<file path="config.mk">
export PLATFORM = sky130hd
export DESIGN_NAME = mem_stage_sb_flat
export DESIGN_NICKNAME = d
export VERILOG_FILES = /design/src/rtl/mem_stage_sb_if.sv /design/src/rtl/mem_stage_sb.sv /design/src/flat_wrapper.sv
export SDC_FILE = /design/constraint.sdc
export NUM_CORES = 1
export LEC_CHECK = 0
export BUFFER_PORTS_ARGS = -buffer_cell sky130_fd_sc_hd__buf_4
export CORE_MARGIN = 2
export CORE_UTILIZATION = 57
export DETAILED_ROUTE_END_ITERATION = 16
export GPL_TIMING_DRIVEN = 0
export PLACE_DENSITY = 0.81
export SLEW_MARGIN = 5
export SYNTH_ARGS = -nofsm -noshare
export SYNTH_HDL_FRONTEND = slang
export SYNTH_SLANG_ARGS = --single-unit
</file>
<file path="constraint.sdc">
create_clock -name clk -period 2.9 [get_ports clk]
set_input_delay 0.435 -clock clk [delete_from_list [all_inputs] [get_ports clk]]
set_output_delay 0.435 -clock clk [all_outputs]
set_load 0.005 [all_outputs]
</file>
<file path="src/rtl/mem_stage_sb_if.sv">
// Data-memory request/acknowledge port of the M stage.
// The stage drives the request side (master); memory returns ack/rdata (slave).
interface mem_stage_sb_if #(
    parameter int XLEN = 32
);
    logic            mem_req;
    logic            mem_we;
    logic [XLEN-1:0] mem_addr;
    logic [XLEN-1:0] mem_wdata;
    logic [1:0]      mem_size;
    logic            mem_rdun;
    logic            mem_ack;
    logic [XLEN-1:0] mem_rdata;

    modport master (
        output mem_req, mem_we, mem_addr, mem_wdata, mem_size, mem_rdun,
        input  mem_ack, mem_rdata
    );

    modport slave (
        input  mem_req, mem_we, mem_addr, mem_wdata, mem_size, mem_rdun,
        output mem_ack, mem_rdata
    );
endinterface

</file>
<file path="src/rtl/mem_stage_sb.sv">
// M stage of the pipelined RISC-V core: pipeline register, FIFO store buffer
// draining in the background, and a req/ack data-memory port where loads win over drains.
module mem_stage_sb #(
    parameter int XLEN     = 32,
    parameter int SB_DEPTH = 4
) (
    input  logic              clk,
    input  logic              rst_n,
    input  logic              in_valid,
    output logic              in_ready,
    input  logic [XLEN-1:0]   pc_x,
    input  logic [XLEN-1:0]   alu_x,
    input  logic [XLEN-1:0]   rs2_x,
    input  logic [XLEN-1:0]   inst_x,
    input  logic [XLEN-1:0]   wb_w_bypass,
    input  logic              wm_bypass,
    output logic              out_valid,
    output logic [XLEN-1:0]   inst_m,
    output logic [XLEN-1:0]   alu_m,
    output logic [XLEN-1:0]   wb_m,
    output logic              sb_empty,
    mem_stage_sb_if.master    mem
);
    localparam int PW = $clog2(SB_DEPTH);
    localparam int CW = PW + 1;
    localparam logic [CW-1:0] DEPTH_C   = CW'(SB_DEPTH);
    localparam logic [CW-1:0] CNT_ONE   = CW'(1);
    localparam logic [CW-1:0] CNT_ZERO  = CW'(0);
    localparam logic [PW-1:0] PTR_ONE   = PW'(1);
    localparam logic [6:0]    OP_LOAD   = 7'b0000011;
    localparam logic [6:0]    OP_STORE  = 7'b0100011;
    localparam logic [6:0]    OP_JAL    = 7'b1101111;
    localparam logic [6:0]    OP_JALR   = 7'b1100111;
    localparam logic [XLEN-1:0] LINK_OFS = {{(XLEN-3){1'b0}}, 3'd4};

    typedef enum logic [1:0] {
        S_IDLE      = 2'd0,
        S_LOAD_WAIT = 2'd1,
        S_ST_WAIT   = 2'd2
    } state_e;

    logic            valid_q;
    logic [XLEN-1:0] inst_q, pc_q, alu_q, rs2_q;

    logic [XLEN-1:0] sb_addr_q [SB_DEPTH];
    logic [XLEN-1:0] sb_data_q [SB_DEPTH];
    logic [1:0]      sb_size_q [SB_DEPTH];
    logic [SB_DEPTH-1:0] sb_vld_q;
    logic [PW-1:0]   wr_ptr_q, rd_ptr_q;
    logic [CW-1:0]   count_q, count_d;

    state_e          state_q;
    logic            mem_req_q, mem_we_q, mem_rdun_q;
    logic [XLEN-1:0] mem_addr_q, mem_wdata_q;
    logic [1:0]      mem_size_q;

    logic            is_load_s, is_store_s, is_link_s;
    logic            hazard_s, pop_s, push_s, complete_s;
    logic [XLEN-1:0] store_data_s, wb_s;

    // Instruction class, store-buffer hazard, push/pop and completion decisions.
    always_comb begin
        is_load_s    = (inst_q[6:0] == OP_LOAD);
        is_store_s   = (inst_q[6:0] == OP_STORE);
        is_link_s    = (inst_q[6:0] == OP_JAL) || (inst_q[6:0] == OP_JALR);
        hazard_s     = 1'b0;
        for (int i = 0; i < SB_DEPTH; i++) begin
            hazard_s = hazard_s |
                       (sb_vld_q[PW'(i)] && (sb_addr_q[PW'(i)][XLEN-1:2] == alu_q[XLEN-1:2]));
        end
        pop_s        = (state_q == S_ST_WAIT) && mem.mem_ack;
        // A full buffer still accepts the push when the head retires in the same cycle.
        push_s       = valid_q && is_store_s && ((count_q != DEPTH_C) || pop_s);
        store_data_s = wm_bypass ? wb_w_bypass : rs2_q;
        if (is_load_s) begin
            complete_s = valid_q && (state_q == S_LOAD_WAIT) && mem.mem_ack;
            wb_s       = mem.mem_rdata;
        end else if (is_store_s) begin
            complete_s = push_s;
            wb_s       = alu_q;
        end else if (is_link_s) begin
            complete_s = valid_q;
            wb_s       = pc_q + LINK_OFS;
        end else begin
            complete_s = valid_q;
            wb_s       = alu_q;
        end
        case ({push_s, pop_s})
            2'b10:   count_d = count_q + CNT_ONE;
            2'b01:   count_d = count_q - CNT_ONE;
            default: count_d = count_q;
        endcase
    end

    assign in_ready  = !valid_q || complete_s;
    assign out_valid = complete_s;
    assign wb_m      = wb_s;
    assign inst_m    = inst_q;
    assign alu_m     = alu_q;
    assign sb_empty  = (count_q == CNT_ZERO);

    assign mem.mem_req   = mem_req_q;
    assign mem.mem_we    = mem_we_q;
    assign mem.mem_addr  = mem_addr_q;
    assign mem.mem_wdata = mem_wdata_q;
    assign mem.mem_size  = mem_size_q;
    assign mem.mem_rdun  = mem_rdun_q;

    // M pipeline register.
    always_ff @(posedge clk or negedge rst_n) begin
        if (!rst_n) begin
            valid_q <= 1'b0;
            inst_q  <= '0;
            pc_q    <= '0;
            alu_q   <= '0;
            rs2_q   <= '0;
        end else if (in_valid && in_ready) begin
            valid_q <= 1'b1;
            inst_q  <= inst_x;
            pc_q    <= pc_x;
            alu_q   <= alu_x;
            rs2_q   <= rs2_x;
        end else if (complete_s) begin
            valid_q <= 1'b0;
        end
    end

    // Store buffer entries and pointers; a same-cycle push overrides the pop's clear.
    always_ff @(posedge clk or negedge rst_n) begin
        if (!rst_n) begin
            wr_ptr_q <= '0;
            rd_ptr_q <= '0;
            count_q  <= '0;
            sb_vld_q <= '0;
            for (int i = 0; i < SB_DEPTH; i++) begin
                sb_addr_q[i] <= '0;
                sb_data_q[i] <= '0;
                sb_size_q[i] <= 2'b00;
            end
        end else begin
            count_q <= count_d;
            if (pop_s) begin
                sb_vld_q[rd_ptr_q] <= 1'b0;
                rd_ptr_q           <= rd_ptr_q + PTR_ONE;
            end
            if (push_s) begin
                sb_vld_q[wr_ptr_q]  <= 1'b1;
                sb_addr_q[wr_ptr_q] <= alu_q;
                sb_data_q[wr_ptr_q] <= store_data_s;
                sb_size_q[wr_ptr_q] <= inst_q[13:12];
                wr_ptr_q            <= wr_ptr_q + PTR_ONE;
            end
        end
    end

    // Memory port FSM with registered request fields held until ack.
    always_ff @(posedge clk or negedge rst_n) begin
        if (!rst_n) begin
            state_q     <= S_IDLE;
            mem_req_q   <= 1'b0;
            mem_we_q    <= 1'b0;
            mem_addr_q  <= '0;
            mem_wdata_q <= '0;
            mem_size_q  <= 2'b00;
            mem_rdun_q  <= 1'b0;
        end else begin
            case (state_q)
                S_IDLE: begin
                    if (valid_q && is_load_s && !hazard_s) begin
                        state_q     <= S_LOAD_WAIT;
                        mem_req_q   <= 1'b1;
                        mem_we_q    <= 1'b0;
                        mem_addr_q  <= alu_q;
                        mem_wdata_q <= '0;
                        mem_size_q  <= inst_q[13:12];
                        mem_rdun_q  <= inst_q[14];
                    end else if (count_q != CNT_ZERO) begin
                        state_q     <= S_ST_WAIT;
                        mem_req_q   <= 1'b1;
                        mem_we_q    <= 1'b1;
                        mem_addr_q  <= sb_addr_q[rd_ptr_q];
                        mem_wdata_q <= sb_data_q[rd_ptr_q];
                        mem_size_q  <= sb_size_q[rd_ptr_q];
                        mem_rdun_q  <= 1'b0;
                    end else begin
                        mem_req_q   <= 1'b0;
                    end
                end
                S_LOAD_WAIT, S_ST_WAIT: begin
                    if (mem.mem_ack) begin
                        state_q   <= S_IDLE;
                        mem_req_q <= 1'b0;
                    end else begin
                        mem_req_q <= 1'b1;
                    end
                end
                default: begin
                    state_q   <= S_IDLE;
                    mem_req_q <= 1'b0;
                end
            endcase
        end
    end
endmodule

</file>
<file path="src/flat_wrapper.sv">
// flat-port wrapper written by rule: the top's interface ports become plain ports
module mem_stage_sb_flat 
#(
    parameter int XLEN     = 32,
    parameter int SB_DEPTH = 4
)
  (clk, rst_n, in_valid, in_ready, pc_x, alu_x, rs2_x, inst_x, wb_w_bypass, wm_bypass, out_valid, inst_m, alu_m, wb_m, sb_empty, mem_mem_req, mem_mem_we, mem_mem_addr, mem_mem_wdata, mem_mem_size, mem_mem_rdun, mem_mem_ack, mem_mem_rdata);
  mem_stage_sb_if #(.XLEN(XLEN)) mem_i ();
  input  logic clk;
  input  logic rst_n;
  input  logic in_valid;
  output logic in_ready;
  input  logic [XLEN-1:0] pc_x;
  input  logic [XLEN-1:0] alu_x;
  input  logic [XLEN-1:0] rs2_x;
  input  logic [XLEN-1:0] inst_x;
  input  logic [XLEN-1:0] wb_w_bypass;
  input  logic wm_bypass;
  output logic out_valid;
  output logic [XLEN-1:0] inst_m;
  output logic [XLEN-1:0] alu_m;
  output logic [XLEN-1:0] wb_m;
  output logic sb_empty;
  output wire logic [$bits(mem_i.mem_req)-1:0] mem_mem_req;
  output wire logic [$bits(mem_i.mem_we)-1:0] mem_mem_we;
  output wire logic [$bits(mem_i.mem_addr)-1:0] mem_mem_addr;
  output wire logic [$bits(mem_i.mem_wdata)-1:0] mem_mem_wdata;
  output wire logic [$bits(mem_i.mem_size)-1:0] mem_mem_size;
  output wire logic [$bits(mem_i.mem_rdun)-1:0] mem_mem_rdun;
  input wire logic [$bits(mem_i.mem_ack)-1:0] mem_mem_ack;
  input wire logic [$bits(mem_i.mem_rdata)-1:0] mem_mem_rdata;
  assign mem_mem_req = mem_i.mem_req;
  assign mem_mem_we = mem_i.mem_we;
  assign mem_mem_addr = mem_i.mem_addr;
  assign mem_mem_wdata = mem_i.mem_wdata;
  assign mem_mem_size = mem_i.mem_size;
  assign mem_mem_rdun = mem_i.mem_rdun;
  assign mem_i.mem_ack = mem_mem_ack;
  assign mem_i.mem_rdata = mem_mem_rdata;
  mem_stage_sb #(.XLEN(XLEN), .SB_DEPTH(SB_DEPTH)) u_core (.clk(clk), .rst_n(rst_n), .in_valid(in_valid), .in_ready(in_ready), .pc_x(pc_x), .alu_x(alu_x), .rs2_x(rs2_x), .inst_x(inst_x), .wb_w_bypass(wb_w_bypass), .wm_bypass(wm_bypass), .out_valid(out_valid), .inst_m(inst_m), .alu_m(alu_m), .wb_m(wb_m), .sb_empty(sb_empty), .mem(mem_i));
endmodule
</file>
==> run_results.csv <==
group,metric,value,unit
drt,ant_nets,0,
timing,hold_viol,0,
pwr,p_int,13.5,mW
clock_tree,cts-root-buf,"clkbuf_16",
clock_tree,cts_buffers,49,
pwr,total_leakage_power,13.3,nW
yosys,yosysSeqAreaShare,0.537,
pwr,p_total,19.4,mW
global_route,grtUsageTotal,0.322,
global_route,grt_max_degree,127,
drt,avgViaCountPerCell,5.98,
global_route,grt_pass1_vias,17200,
pwr,vdd_drop_max,0.000428,V
yosys,synth_cells,1723,
timing,max_slew.worst_pin.slew,0.925,ns
cells_and_area,regArea,0.0118,mm^2
drt,routedWlPerCell,23.8,um
floorplan,pin_count,365,
floorplan,rows,72,
drt,wl,64.6,mm
run,maxCapViolCount,0,
cells_and_area,fin_nets,2365,
floorplan,die_y,201,um
cells_and_area,multi_input_area,0.00970,mm^2
floorplan,core_area,0.0384,mm^2
critical_path,rr_worst_depth,10,
yosys,netlist.area_leader.share,0.537,
critical_path,rr_endpoint,"u_core.rs2_q[12]",
clock_tree,clock_latency,0.59,ns
yosys,ys_types,49,
timing,finClkSkew,0.0255,ns
yosys,synth_top_flop_cell,"dfrtp_1",
clock_tree,clk_path_buf_depth,3,
timing,setup-violations-final,16,
yosys,yosys_warnings,0,
timing,fin_setup_tns,-1.36,ns
timing,fin_crit_sh,1.05,
cells_and_area,fillCellCount,2555,
floorplan,dieArea,0.0402,mm^2
pwr,pwr-share-comb,0.263,
critical_path,r2r_slack,0.05,ns
yosys,synth_most_common_cell,"dfrtp_1",
yosys,avgSynthCellArea,12.8,um^2
pwr,power-per-cell-area,698,mW/mm^2
drt,first_pass_iters,5,
yosys,synth-seq-cells,473,
drt,drt_iter0_drc,1185,
cells_and_area,drive_gt1_frac,0.424,
pwr,p_switching,5.88,mW
clock_tree,htreeDepth,2,
critical_path,critPathKind,"reg2out",
pwr,pwr-share-seq,0.416,
yosys,synth_edf_count,0,
timing,max_slew_margin,0.383,
critical_path,cp-endpoint,"wb_m[30]",
cells_and_area,syn_to_final_growth,26.2,%
critical_path,cp_max_fo,6,
critical_path,endpoint_kind,"output port",
placement,gp_congestion,0.959,
yosys,synthArstFlopShare,1.00,
yosys,synth_top_cells_by_count,"dfrtp_1 (473), nand2_1 (218), o21ai_0 (172), mux2_2 (144), mux2_4 (117)",
global_route,grt_antenna_before_repair,0,
yosys,syn_area,0.0220,mm^2
timing,slew_viol_final,0,
clock_tree,clk_pin_slew_worst_paths,0.07,ns
critical_path,cp-startpoint,"u_core.pc_q[9]",
drt,drc,0,
timing,fmax,329,MHz
timing,finalCriticalPeriod,3.04,ns
drt,vias,16200,
yosys,syn-num-nets,1933,
placement,io_buffers,363,
yosys,synthTopCellsByArea,"dfrtp_1 (54%), mux2_4 (8.0%), mux2_2 (7.4%)",
timing,holdWs,0.0756,ns
pwr,pwr-share-clk,0.321,
timing,layout_setup_ws,-0.137,ns
floorplan,die_w,201,um
min_path,holdCritStartpoint,"rs2_x[14]",
critical_path,required,2.47,ns
clock_tree,cts_tree,"built",
clock_tree,cts.sinks,473,
global_route,grt_pass1_wl,99.9,mm
critical_path,r2r_start,"u_core.inst_m[6]",
timing,rsz0062_at_grt,"true",
yosys,synth_area_leader_cell,"dfrtp_1",
global_route,gr-total-overflow,0,
status,failed_checks,"negative setup slack",
critical_path,arrival,2.60,ns
min_path,min_path_type,"in2reg",
floorplan,initial_utilization,0.574,
critical_path,cp-start-kind,"register",
status,status,"complete, but fails checks",
pwr,sw_frac_of_total,0.303,
placement,dp_hpwl,46.4,mm
cells_and_area,fin_util,0.724,
-- metal layers --
| layer | share of wire | track usage | wire length [um] | vias to the layer above |
|---|---|---|---|---|
| met5 | 0 | 0 | 0 | - |
| met4 | 0.046 | 0.152 | 2980 | 0 |
| met3 | 0.077 | 0.0641 | 4950 | 173 |
| met2 | 0.47 | 0.521 | 30600 | 803 |
| met1 | 0.40 | 0.423 | 26000 | 8192 |
| li1 | - | - | - | 7031 |
-- cell families (layout without fill, tap and decap cells) --
group                      count (synthesis)  after routing  share of synthesized area
AOI/OAI and AO/OA                        277            277                     0.0813
xor gates and xnor gates                  85             85                     0.0338
adders and majority gates                 13             13                    0.00772
buffers and inverters                    157            625                     0.0321
DFF                                      473            473                      0.537
muxes                                    367            367                      0.239
other                                      0              1                          0
and+or+nand+nor                          351            351                     0.0688
-- layout by cell type, fill, tap and decap left out, types with 7 or more instances in the layout --
cell       synthesis  layout
mux2_2           144     144
clkbuf_2           0      27
nand4_1           23      23
o221a_1           30      30
clkbuf_8           0      11
nor2_1            56      52
mux2i_1           40      40
ha_1              12      11
nand2_1          218     213
clkbuf_1         102      54
buf_6             14      28
inv_1             18      18
clkbuf_16          0      50
buf_4              0     390
o21ai_0          172     153
mux2_4           117     117
nand3_1           18      15
a21oi_1           12       8
o21ai_1            0      12
mux4_2            66      66
clkinv_2           0      11
a31oi_1            9       7
buf_8              0       8
a22o_1            32      32
xnor2_1           81      80
dfrtp_1          473     467
-- worst min-delay path by stage --
stage | slack, ns | cells after the start | end
6_report | 0.08 | 2 | u_core.rs2_q[14]
5_1_grt | 0.06 | 2 | u_core.rs2_q[13]
4_1_cts | 0.06 | 2 | u_core.inst_m[18]
3_5_place_dp | 0.44 | 1 | u_core.inst_m[19]
3_3_place_gp | 0.46 | 2 | u_core.sb_data_q[117]
2_1_floorplan | 0.14 | 0 | u_core.alu_m[0]
-- cell type report --
class / count / share of cell area
Clock inverter: 19 / 0.00671
Antenna cell: 1 / 0.0000900
Clock buffer: 68 / 0.0499
Buffer: 112 / 0.0257
Sequential cell: 473 / 0.426
Inverter: 18 / 0.00243
Timing Repair Buffer: 408 / 0.117
Tap cell: 518 / 0.0233
Multi-Input combinational cell: 1093 / 0.349
-- registers in the layout, summed over array words and instances, names as in the netlist, 3 cells and up --
register	cells
u_core.inst_m	32
u_core.sb_size_q	8
u_core.rs2_q	32
u_core.sb_data_q	128
u_core.sb_addr_q	128
u_core.mem.mem_addr	32
u_core.alu_m	32
u_core.pc_q	32
u_core.count_q	3
u_core.mem.mem_wdata	32
-- through the flow --
stage | instances | setup WS, ns | cell area, um^2
after floorplan | 1723 | 0.501 | 22000
after global placement | 2604 | -3.25 | 25400
after detailed placement | 2608 | -0.398 | 25500
after CTS | 2708 | -0.156 | 27500
after global routing | 2709 | -0.179 | 27800
final | 2710 | -0.137 | 27800
-- what timing repair did --
item,4_1_cts,5_1_grt
gates cloned,2,2
endpoints found under the setup margin,266,173
hold buffers,1,0
endpoints found under the hold margin,73,0
pin swaps,9,10
buffers inserted,22,14
resized for setup,109,81
-- power by group through the flow --
stage | registers (mW) | clock network (mW) | logic [mW]
2_1_floorplan | 7.87 | 0 | 2.97
3_3_place_gp | 7.99 | 0 | 4.87
3_5_place_dp | 8.03 | 0 | 5.05
4_1_cts | 7.97 | 6.31 | 5.14
5_1_grt | 8.15 | 6.58 | 5.51
6_report | 8.07 | 6.23 | 5.10
-- worst max-delay path: stages, from the launching register on --
cell and delay [ns]:
dfrtp_1 0.36, and4_4 0.25, and4_4 0.27, nand4_1 0.16, buf_6 0.18, or3_4 0.34, a31oi_4 0.25, a21o_1 0.13
buf_6 0.09
Power figures use the tool's default switching activity.
